==> src/rtl/r2rv_pkg.sv <==
// rtl/r2rv_pkg.sv - shared buffer sizing, tag type and entry types for the reorder buffer slice
package r2rv_pkg;

  localparam int BUF_SIZE_LOG = 4;
  localparam int BUF_SIZE     = 2 ** BUF_SIZE_LOG;

  // Tags carry one extra wrap bit so full and empty stay distinguishable.
  typedef logic [BUF_SIZE_LOG:0]   tag_t;
  typedef logic [BUF_SIZE_LOG-1:0] idx_t;

  typedef enum logic [1:0] {
    S_NOT_USED,
    S_DISPATCHED,
    S_EXECUTED
  } entry_state_e;

  typedef struct packed {
    entry_state_e state;
    logic         is_store;
    tag_t         tag;
  } entry_t;

  function automatic idx_t tag_idx(input tag_t t);
    return t[BUF_SIZE_LOG-1:0];
  endfunction

endpackage

==> src/rtl/rob_squash_mask.sv <==
// rtl/rob_squash_mask.sv - wrap-aware entry mask covering tags from_tag up to (not including) to_tag
module rob_squash_mask
  import r2rv_pkg::*;
(
  input  tag_t                from_tag,
  input  tag_t                to_tag,
  output logic [BUF_SIZE-1:0] mask
);

  tag_t span;
  idx_t off;

  // An entry is inside the range when its distance from from_tag is below the span.
  always_comb begin
    span = to_tag - from_tag;
    mask = '0;
    off  = '0;
    for (int i = 0; i < BUF_SIZE; i++) begin
      off     = idx_t'(i) - tag_idx(from_tag);
      mask[i] = ({1'b0, off} < span);
    end
  end

endmodule

==> src/rtl/rob_controller.sv <==
// rtl/rob_controller.sv - head/tail pointers, in-order dual retire and flush truncation for the reorder buffer
module rob_controller
  import r2rv_pkg::*;
(
  input  logic                    clk,
  input  logic                    reset,
  input  logic                    dispatch_valid,
  output logic                    dispatch_ready,
  output tag_t                    dispatch_tag,
  input  logic [1:0]              head_executed,
  input  logic [1:0]              head_is_store,
  output logic [1:0]              commit_valid,
  output idx_t                    commit_idx0,
  output idx_t                    commit_idx1,
  input  logic                    flush,
  input  tag_t                    flush_tag,
  output logic                    flush_err,
  output logic [BUF_SIZE-1:0]     squash_mask,
  output tag_t                    count,
  output logic                    full,
  output logic                    empty
);

  tag_t                head_q, head_d;
  tag_t                tail_q, tail_d;
  logic [BUF_SIZE-1:0] squash_q, squash_d;
  logic                err_q, err_d;

  tag_t                count_w;
  tag_t                flush_off;
  tag_t                squash_from;
  logic [BUF_SIZE-1:0] squash_w;
  logic                alloc;
  logic                flush_ok;
  logic [1:0]          n_commit;

  assign count_w = tail_q - head_q;
  assign count   = count_w;
  assign empty   = (head_q == tail_q);
  assign full    = (tag_idx(head_q) == tag_idx(tail_q)) &&
                   (head_q[BUF_SIZE_LOG] != tail_q[BUF_SIZE_LOG]);

  assign dispatch_ready = !full && !flush;
  assign alloc          = dispatch_valid && dispatch_ready;
  assign dispatch_tag   = tail_q;

  assign flush_off   = flush_tag - head_q;
  assign flush_ok    = flush && (flush_off < count_w);
  assign squash_from = flush_tag + tag_t'(1);

  // Slot 1 must not retire past the kept branch when the branch itself sits at the head.
  assign commit_valid[0] = !empty && head_executed[0];
  assign commit_valid[1] = commit_valid[0] && (count_w >= tag_t'(2)) && head_executed[1] &&
                           !head_is_store[0] && !head_is_store[1] &&
                           !(flush_ok && (flush_off == '0));
  assign commit_idx0     = tag_idx(head_q);
  assign commit_idx1     = tag_idx(head_q) + idx_t'(1);
  assign n_commit        = {1'b0, commit_valid[0]} + {1'b0, commit_valid[1]};

  rob_squash_mask u_squash_mask (
    .from_tag (squash_from),
    .to_tag   (tail_q),
    .mask     (squash_w)
  );

  always_comb begin
    head_d   = head_q + tag_t'(n_commit);
    tail_d   = tail_q;
    squash_d = '0;
    err_d    = flush && !flush_ok;
    if (flush_ok) begin
      tail_d   = squash_from;
      squash_d = squash_w;
    end else if (alloc) begin
      tail_d = tail_q + tag_t'(1);
    end
  end

  // The buffer array updates on the falling edge, so the pointers follow it.
  always_ff @(negedge clk or negedge reset) begin
    if (!reset) begin
      head_q   <= '0;
      tail_q   <= '0;
      squash_q <= '0;
      err_q    <= 1'b0;
    end else begin
      head_q   <= head_d;
      tail_q   <= tail_d;
      squash_q <= squash_d;
      err_q    <= err_d;
    end
  end

  assign squash_mask = squash_q;
  assign flush_err   = err_q;

endmodule

==> config.mk <==
export PLATFORM = sky130hd
export DESIGN_NAME = rob_controller
export DESIGN_NICKNAME = d
export VERILOG_FILES = /design/src/rtl/r2rv_pkg.sv /design/src/rtl/rob_squash_mask.sv /design/src/rtl/rob_controller.sv
export SDC_FILE = /design/constraint.sdc
export NUM_CORES = 1
export LEC_CHECK = 0
export CAP_MARGIN = 20
export CORE_ASPECT_RATIO = 1.25
export CORE_UTILIZATION = 52
export CTS_CLUSTER_DIAMETER = 50
export DETAILED_ROUTE_END_ITERATION = 7
export PLACE_DENSITY_LB_ADDON = 0.15
export SYNTH_ARGS = -nofsm -noshare
export SYNTH_HDL_FRONTEND = slang
export SYNTH_HIERARCHICAL = 1
export SYNTH_SLANG_ARGS = --single-unit
==> constraint.sdc <==
create_clock -name clk -period 4.3 [get_ports clk]
set_input_delay 0.43 -clock clk [delete_from_list [all_inputs] [get_ports clk]]
set_output_delay 0.43 -clock clk [all_outputs]
set_load 0.005 [all_outputs]
==> results of run 1 <==
## cell type report
type                    instances  share of cell area (%)
repair buffers                135                   28.47
clock buffers                   4                   1.063
multi-input cells             215                   50.15
well taps                      60                   1.772
flip-flops and latches         27                   15.95
inverters                      22                   2.599
## sequential cells by signal (all words and copies together), names as in the netlist
name,cells
dispatch_tag,5
squash_mask,16
head_q,5
flush_err,1
## Yosys cell counts, types with 5 or more instances
cell,count
ha_1,31
dfrtn_1,27
inv_1,21
a21oi_1,20
xnor2_1,20
and2_1,19
xor2_1,15
nor2_1,12
nand2_1,10
a21o_1,7
o21ai_1,7
a31oi_1,6
buf_4,6
nand3_1,6
buf_2,5
nor3b_1,5
o21ai_0,5
## repair_timing
item,CTS,global route
setup endpoints to repair,39,37
resized for setup,79,34
setup buffers,19,12
cloned,1,0
pin swaps,26,28
## critical path: stages, from the launching register on
cell and delay, ns:
dfrtn_1 0.54, ha_4 0.17, inv_2 0.04, fa_2 0.57, inv_2 0.07, ha_4 0.27, a21boi_2 0.19, o21ai_2 0.10
a221o_1 0.41, a32oi_4 0.24, buf_6 0.14, o21a_1 0.11, buf_2 0.11
## worst max path at each step
| stage | start | end | slack (ns) | cells after the start |
|---|---|---|---|---|
| global route | head_q[0] | commit_valid[1] | -1.60 | 12 |
| CTS | head_q[0] | commit_valid[1] | -1.30 | 13 |
| detailed placement | flush_tag[0] | head_q[4] | -1.71 | 17 |
| finish | head_q[0] | commit_valid[1] | -1.55 | 12 |
| global placement | flush_tag[0] | head_q[4] | -1.63 | 17 |
| floorplan | flush_tag[0] | head_q[4] | -1.12 | 15 |
## per-layer routing
metal / track usage (%) / up-vias / share of wire (%)
met5: 0 / - / 0
met1: 34.59 / 1244 / 36
li1: - / 1198 / -
met3: 2.949 / 45 / 4.5
met4: 19.13 / 0 / 5.4
met2: 61.24 / 131 / 54
## kinds of logic after synthesis
kind of cell	count (synthesis)	share of synthesized area (%)
AOI/OAI and AO/OA	62	16.79
buffers and inverters	35	6.408
muxes	6	3.109
xor gates and xnor gates	37	13.39
DFF	27	25.83
and+or+nand+nor	68	14.20
adders and majority gates	41	20.28
## per-stage QoR
| step | setup TNS [ns] | std cells | cell area, um2 | utilization (%) | hold slack [ns] |
|---|---|---|---|---|---|
| after floorplan | -17.11 | 276 | 2781 | - | 0.4796 |
| after global placement | -39.84 | 438 | 3790 | 78.96 | 0.5224 |
| after detailed placement | -42.33 | 438 | 3790 | 78.96 | 0.5507 |
| after CTS | -22.55 | 461 | 4133 | 86.11 | 0.5198 |
| after global routing | -28.69 | 463 | 4237 | 88.27 | 0.6134 |
| final | -26.83 | 463 | 4237 | 88.27 | 0.5934 |
==> key figures, run 1 <==
Finish
  – Nets: between 400 and 500
  – Layout cells sized above 1: between 40% and 50%
  – # diodes: 0
  – # fillers: 224
  – Area of the multi-input gates: ~2100 um2
  – Commonest non-fill, non-tap cell in the layout: buf_4
  – Register area: between 600 and 700 um2
  – Most frequent cells in the layout: buf_4 (67), clkdlybuf4s50_1 (37), dfrtn_1 (27)
  – Layout area overhead: 61.93%

Worst setup path
  – Worst EP required: slightly below 4 ns
  – R2r startpoint: head_q[0]
  – R2R depth: 19
  – Nature of the critical path endpoint: primary output
  – Flop-to-flop setup slack: 0.33 ns
  – Worst Path Max Fanout: 3
  – Critical path class: reg -> out
  – Crit path arrival time: 5.42 ns
  – Reg2reg end: head_q[4]
  – Startpoint types: flop

Floorplanning
  – Die Width: ~65 um
  – Core area: ~4800 um2
  – Die height: a little over 80 um
  – DIE AREA: 5321 um2
  – FP Rows: 28
  – I/O pins: 53
  – Initial core utilization: between 50% and 60%

Drt
  – DRT iter0 DRCs: 113
  – WL per Instance: slightly below 20 um
  – Antenna-violating nets left: 0
  – Routed WL: ~9000 um
  – Vias per std cell: about 5.7
  – Router iterations before antenna repair: 5
  – Number of remaining DRC errors: 0
  – Total number of vias: 2618

STA
  – Setup Skew: ~0.0076 ns
  – Setup violators final: 36
  – Worst setup margin: -1.554 ns
  – Worst slew pin tran: approximately 0.35 ns
  – Final max-slew violation count: 0
  – Worst slew margin relative to its limit: 76.69%
  – Final Hold Violating Endpoints: 0
  – Unrepaired setup endpoints after global routing: yes

Synth
  – Synth Area per Inst: 9.479 um2
  – FFs w/ async S/R, synth: 100.0%
  – Distinct cell type count of the synthesized netlist: 50
  – Post-synthesis cell area: 2616 um2
  – EDFF count, synth: 0
  – Synth top area share: between 20 and 30%
  – #FFs+latches synth: 27
  – Largest area contributor in the netlist: dfrtn_1
  – Post-synthesis sequential area ratio: roughly a quarter
  – Syn Nets: between 300 and 400
  – Synth Flop Type: dfrtn_1
  – Cells after synthesis: 276
  – Ranking of synthesized cells by area: dfrtn_1 (26%), ha_1 (15%), xnor2_1 (6.7%), xor2_1 (5.0%), and2_1 (4.5%)
  – Syn. warnings: 6

CTS
  – TritonCTS clock tree: yes
  – Hold-fix buffers, CTS: 0
  – TritonCTS Sinks: 27
  – Clock Path Buffers: 2
  – CTS root buf: clkbuf_8
  – H-tree depth: 1
  – Skew-Pair Late Insertion Delay: around 0.29 ns
  – Num CTS Buffers: 3
  – Clock Pin Slew Worst Setup and Hold Paths: around 0.07 ns

Global route
  – Pin count of the biggest net entering global routing: 28
  – Antenna violations before repair: 0
  – Vias in the first global route: ~2600
  – GR Util All Layers: between 30% and 40%
  – Total gr overflow: 0
  – First-pass GRT wire length: about 13000 um

Worst hold path
  – Hold path depth: 3
  – WHS Endpoint: head_q[4]
  – Worst hold path startpoint: head_q[3]
  – Min-Delay Path Class: reg -> reg

Status
  – Failing checks: setup timing
  – Status: finished, violations left

Placed design
  – Number of port buffers: 52
  – Hpwl dp: 4939 um
  – Final GP Congestion: between 0.8 and 0.9
  – DP Worst Slack: -1.712 ns

Run
  – Max Cap Viol: 0
Power of run 1 is not shown: default switching activity piles up to over one toggle a cycle in this logic, so the estimate is an artifact.
==> run 2: changes to the inputs <==
--- a/config.mk
+++ b/config.mk
@@ -7,9 +7,10 @@
 export LEC_CHECK = 0
 export CAP_MARGIN = 20
 export CORE_ASPECT_RATIO = 1.25
-export CORE_UTILIZATION = 52
+export CORE_UTILIZATION = 60
 export CTS_CLUSTER_DIAMETER = 50
 export DETAILED_ROUTE_END_ITERATION = 7
+export DONT_BUFFER_PORTS = 1
 export PLACE_DENSITY_LB_ADDON = 0.15
 export SYNTH_ARGS = -nofsm -noshare
 export SYNTH_HDL_FRONTEND = slang
==> run 2 against run 1 <==
The run still ends with setup timing left; setup slack gained 0.25 ns; worst hold slack got worse by 0.073 ns; register-to-register slack improved by 0.05 ns; final cell count decreased by 16%; routed wire length decreased by 13%; critical path depth increased by 7; sequential share of layout area up 3.2 points; via count fell by 11%; first-iteration DRC count is 27% higher; design area down 17%; global-route usage is 0.36 points lower; clock-buffer cell count decreased by 1; critical path type is now in -> reg; critical endpoint is now head_q[4]; largest cell class unchanged.
==> key figures, run 2 (same netlist as run 1, synthesis figures left out) <==
Worst setup path
  – Startpoint types: input pin
  – R2r startpoint: head_q[0]
  – Flop-to-flop setup slack: 0.38 ns (+0.05 ns)
  – Critical path class: in -> reg
  – Nature of the critical path endpoint: flop
  – R2R depth: 19 (unchanged)
  – Worst EP required: 2.28 ns (-1.59 ns)
  – Crit path arrival time: 3.58 ns (-1.84 ns)
  – Reg2reg end: head_q[4]
  – Worst Path Max Fanout: 4 (+1)

Global route
  – Vias in the first global route: 2256 (-14%)
  – Pin count of the biggest net entering global routing: 28 (unchanged)
  – Total gr overflow: 0 (unchanged)
  – First-pass GRT wire length: 10830 um (-15%)
  – GR Util All Layers: 32.13% (-0.36 points)
  – Antenna violations before repair: 0 (unchanged)

Drt
  – DRT iter0 DRCs: 143 (+27%)
  – Router iterations before antenna repair: 4 (-1)
  – Total number of vias: 2321 (-11%)
  – Routed WL: 7852 um (-13%)
  – Antenna-violating nets left: 0 (unchanged)
  – Vias per std cell: 5.982 (+5.8%)
  – WL per Instance: 20.24 um (+4.2%)
  – Number of remaining DRC errors: 0 (unchanged)

Worst hold path
  – Hold path depth: 2 (-1)
  – Worst hold path startpoint: head_q[3]
  – Min-Delay Path Class: reg -> reg
  – WHS Endpoint: head_q[3]

STA
  – Hold Slack: 0.5204 ns (-0.07302 ns)
  – Worst slew pin tran: 0.5716 ns (+0.2243 ns)
  – Final Hold Violating Endpoints: 0 (unchanged)
  – Setup TNS: -23.08 ns (+3.746 ns)
  – Unrepaired setup endpoints after global routing: yes
  – Worst slew margin relative to its limit: 61.76% (-15 points)
  – Worst setup margin: -1.306 ns (+0.2480 ns)
  – Final max-slew violation count: 0 (unchanged)
  – Setup Skew: 0.002740 ns (-0.004821 ns)
  – Setup violators final: 33 (-8.3%)

Finish
  – # diodes: 0 (unchanged)
  – Nets: 381 (-16%)
  – Max FFs per register: 16 (unchanged)
  – # fillers: 211 (-5.8%)
  – Layout cells sized above 1: 45.18% (+1.3 points)
  – Design Area, Final: 3536 um2 (-17%)
  – Layout area overhead: 35.15%
  – Register area: 675.6 um2 (unchanged)
  – Commonest non-fill, non-tap cell in the layout: buf_4
  – Area of the multi-input gates: 2071 um2 (-2.5%)
  – Fin util: 85.58% (-2.7 points)
  – Most frequent cells in the layout: buf_4 (49), dfrtn_1 (27), ha_1 (21)

Floorplanning
  – Initial core utilization: 63.33% (+8.8 points)
  – FP Rows: 26 (-7.1%)
  – DIE AREA: 4630 um2 (-13%)
  – Core area: 4131 um2 (-14%)
  – Die Width: 61.06 um (-6.7%)
  – I/O pins: 53 (unchanged)
  – Die height: 75.83 um (-6.7%)

CTS
  – TritonCTS Sinks: 27 (unchanged)
  – H-tree depth: 1 (unchanged)
  – Skew-Pair Late Insertion Delay: 0.28 ns (about the same)
  – TritonCTS clock tree: yes
  – Clock Pin Slew Worst Setup and Hold Paths: 0.07 ns (about the same)
  – CTS root buf: clkbuf_8
  – Clock Path Buffers: 2 (unchanged)
  – Num CTS Buffers: 3 (unchanged)

Run
  – Max Cap Viol: 0 (unchanged)

Status
  – Status: finished, violations left
  – Failing checks: setup timing

Placed design
  – Final GP Congestion: 0.8955 (+2.2%)
  – Dpl cell area: 3159 um2 (-17%)
  – Hpwl dp: 4767 um (-3.5%)
  – Number of port buffers: 0 (-100%)
## run 2: layout make-up
type,instances,area share [%]
Clock buffer,3,1.168
Multi-Input combinational cell,215,58.56
Sequential cell,27,19.11
Inverter,22,3.043
Clock inverter,1,0.2123
Tap cell,56,1.982
Timing Repair Buffer,64,15.92
## run 2: layer usage
metal	global-route usage (%)	wire length, um	up-vias
met5	0	0	-
met4	13.38	354	0
met3	5.942	346	25
met2	56.64	4154	88
met1	37.62	2996	1150
li1	-	-	1058
## run 2: worst max-delay path by stage
stage	from	to	slack (ns)	cells after the start
after floorplan	flush_tag[0]	head_q[4]	-1.12	15
after global placement	flush_tag[0]	head_q[4]	-1.01	15
after detailed placement	flush_tag[0]	head_q[4]	-1.14	15
after CTS	head_q[0]	commit_valid[1]	-1.16	10
after global routing	head_q[0]	commit_valid[1]	-1.35	10
final	flush_tag[0]	head_q[4]	-1.31	19
## run 2: through the flow
step,std cells,setup WS [ns]
after CTS,382,-1.157
after global placement,368,-1.012
after global routing,388,-1.349
final,388,-1.306
after floorplan,276,-1.124
after detailed placement,368,-1.144
## run 2: timing repair
action | 4_1_cts | 5_1_grt
cloned | 1 | 0
resized for setup | 31 | 23
setup buffers | 9 | 6
pin swaps | 30 | 18
hold buffers | 0 | 0
endpoints found under the setup margin | 33 | 34
## run 2: worst max-delay path, cell delays in order
cell      delay [ns]
inv_16          0.02
ha_4            0.14
inv_2           0.08
fa_2            0.48
ha_1            0.29
a21boi_2        0.16
o21ai_2         0.07
a221o_1         0.41
a32oi_4         0.26
buf_4           0.16
buf_6           0.09
buf_6           0.08
buf_6           0.08
o21ai_2         0.05
fa_2            0.35
inv_2           0.08
ha_4            0.13
nand3_2         0.08
xnor2_1         0.14
Power of run 2 is left out for the same reason.
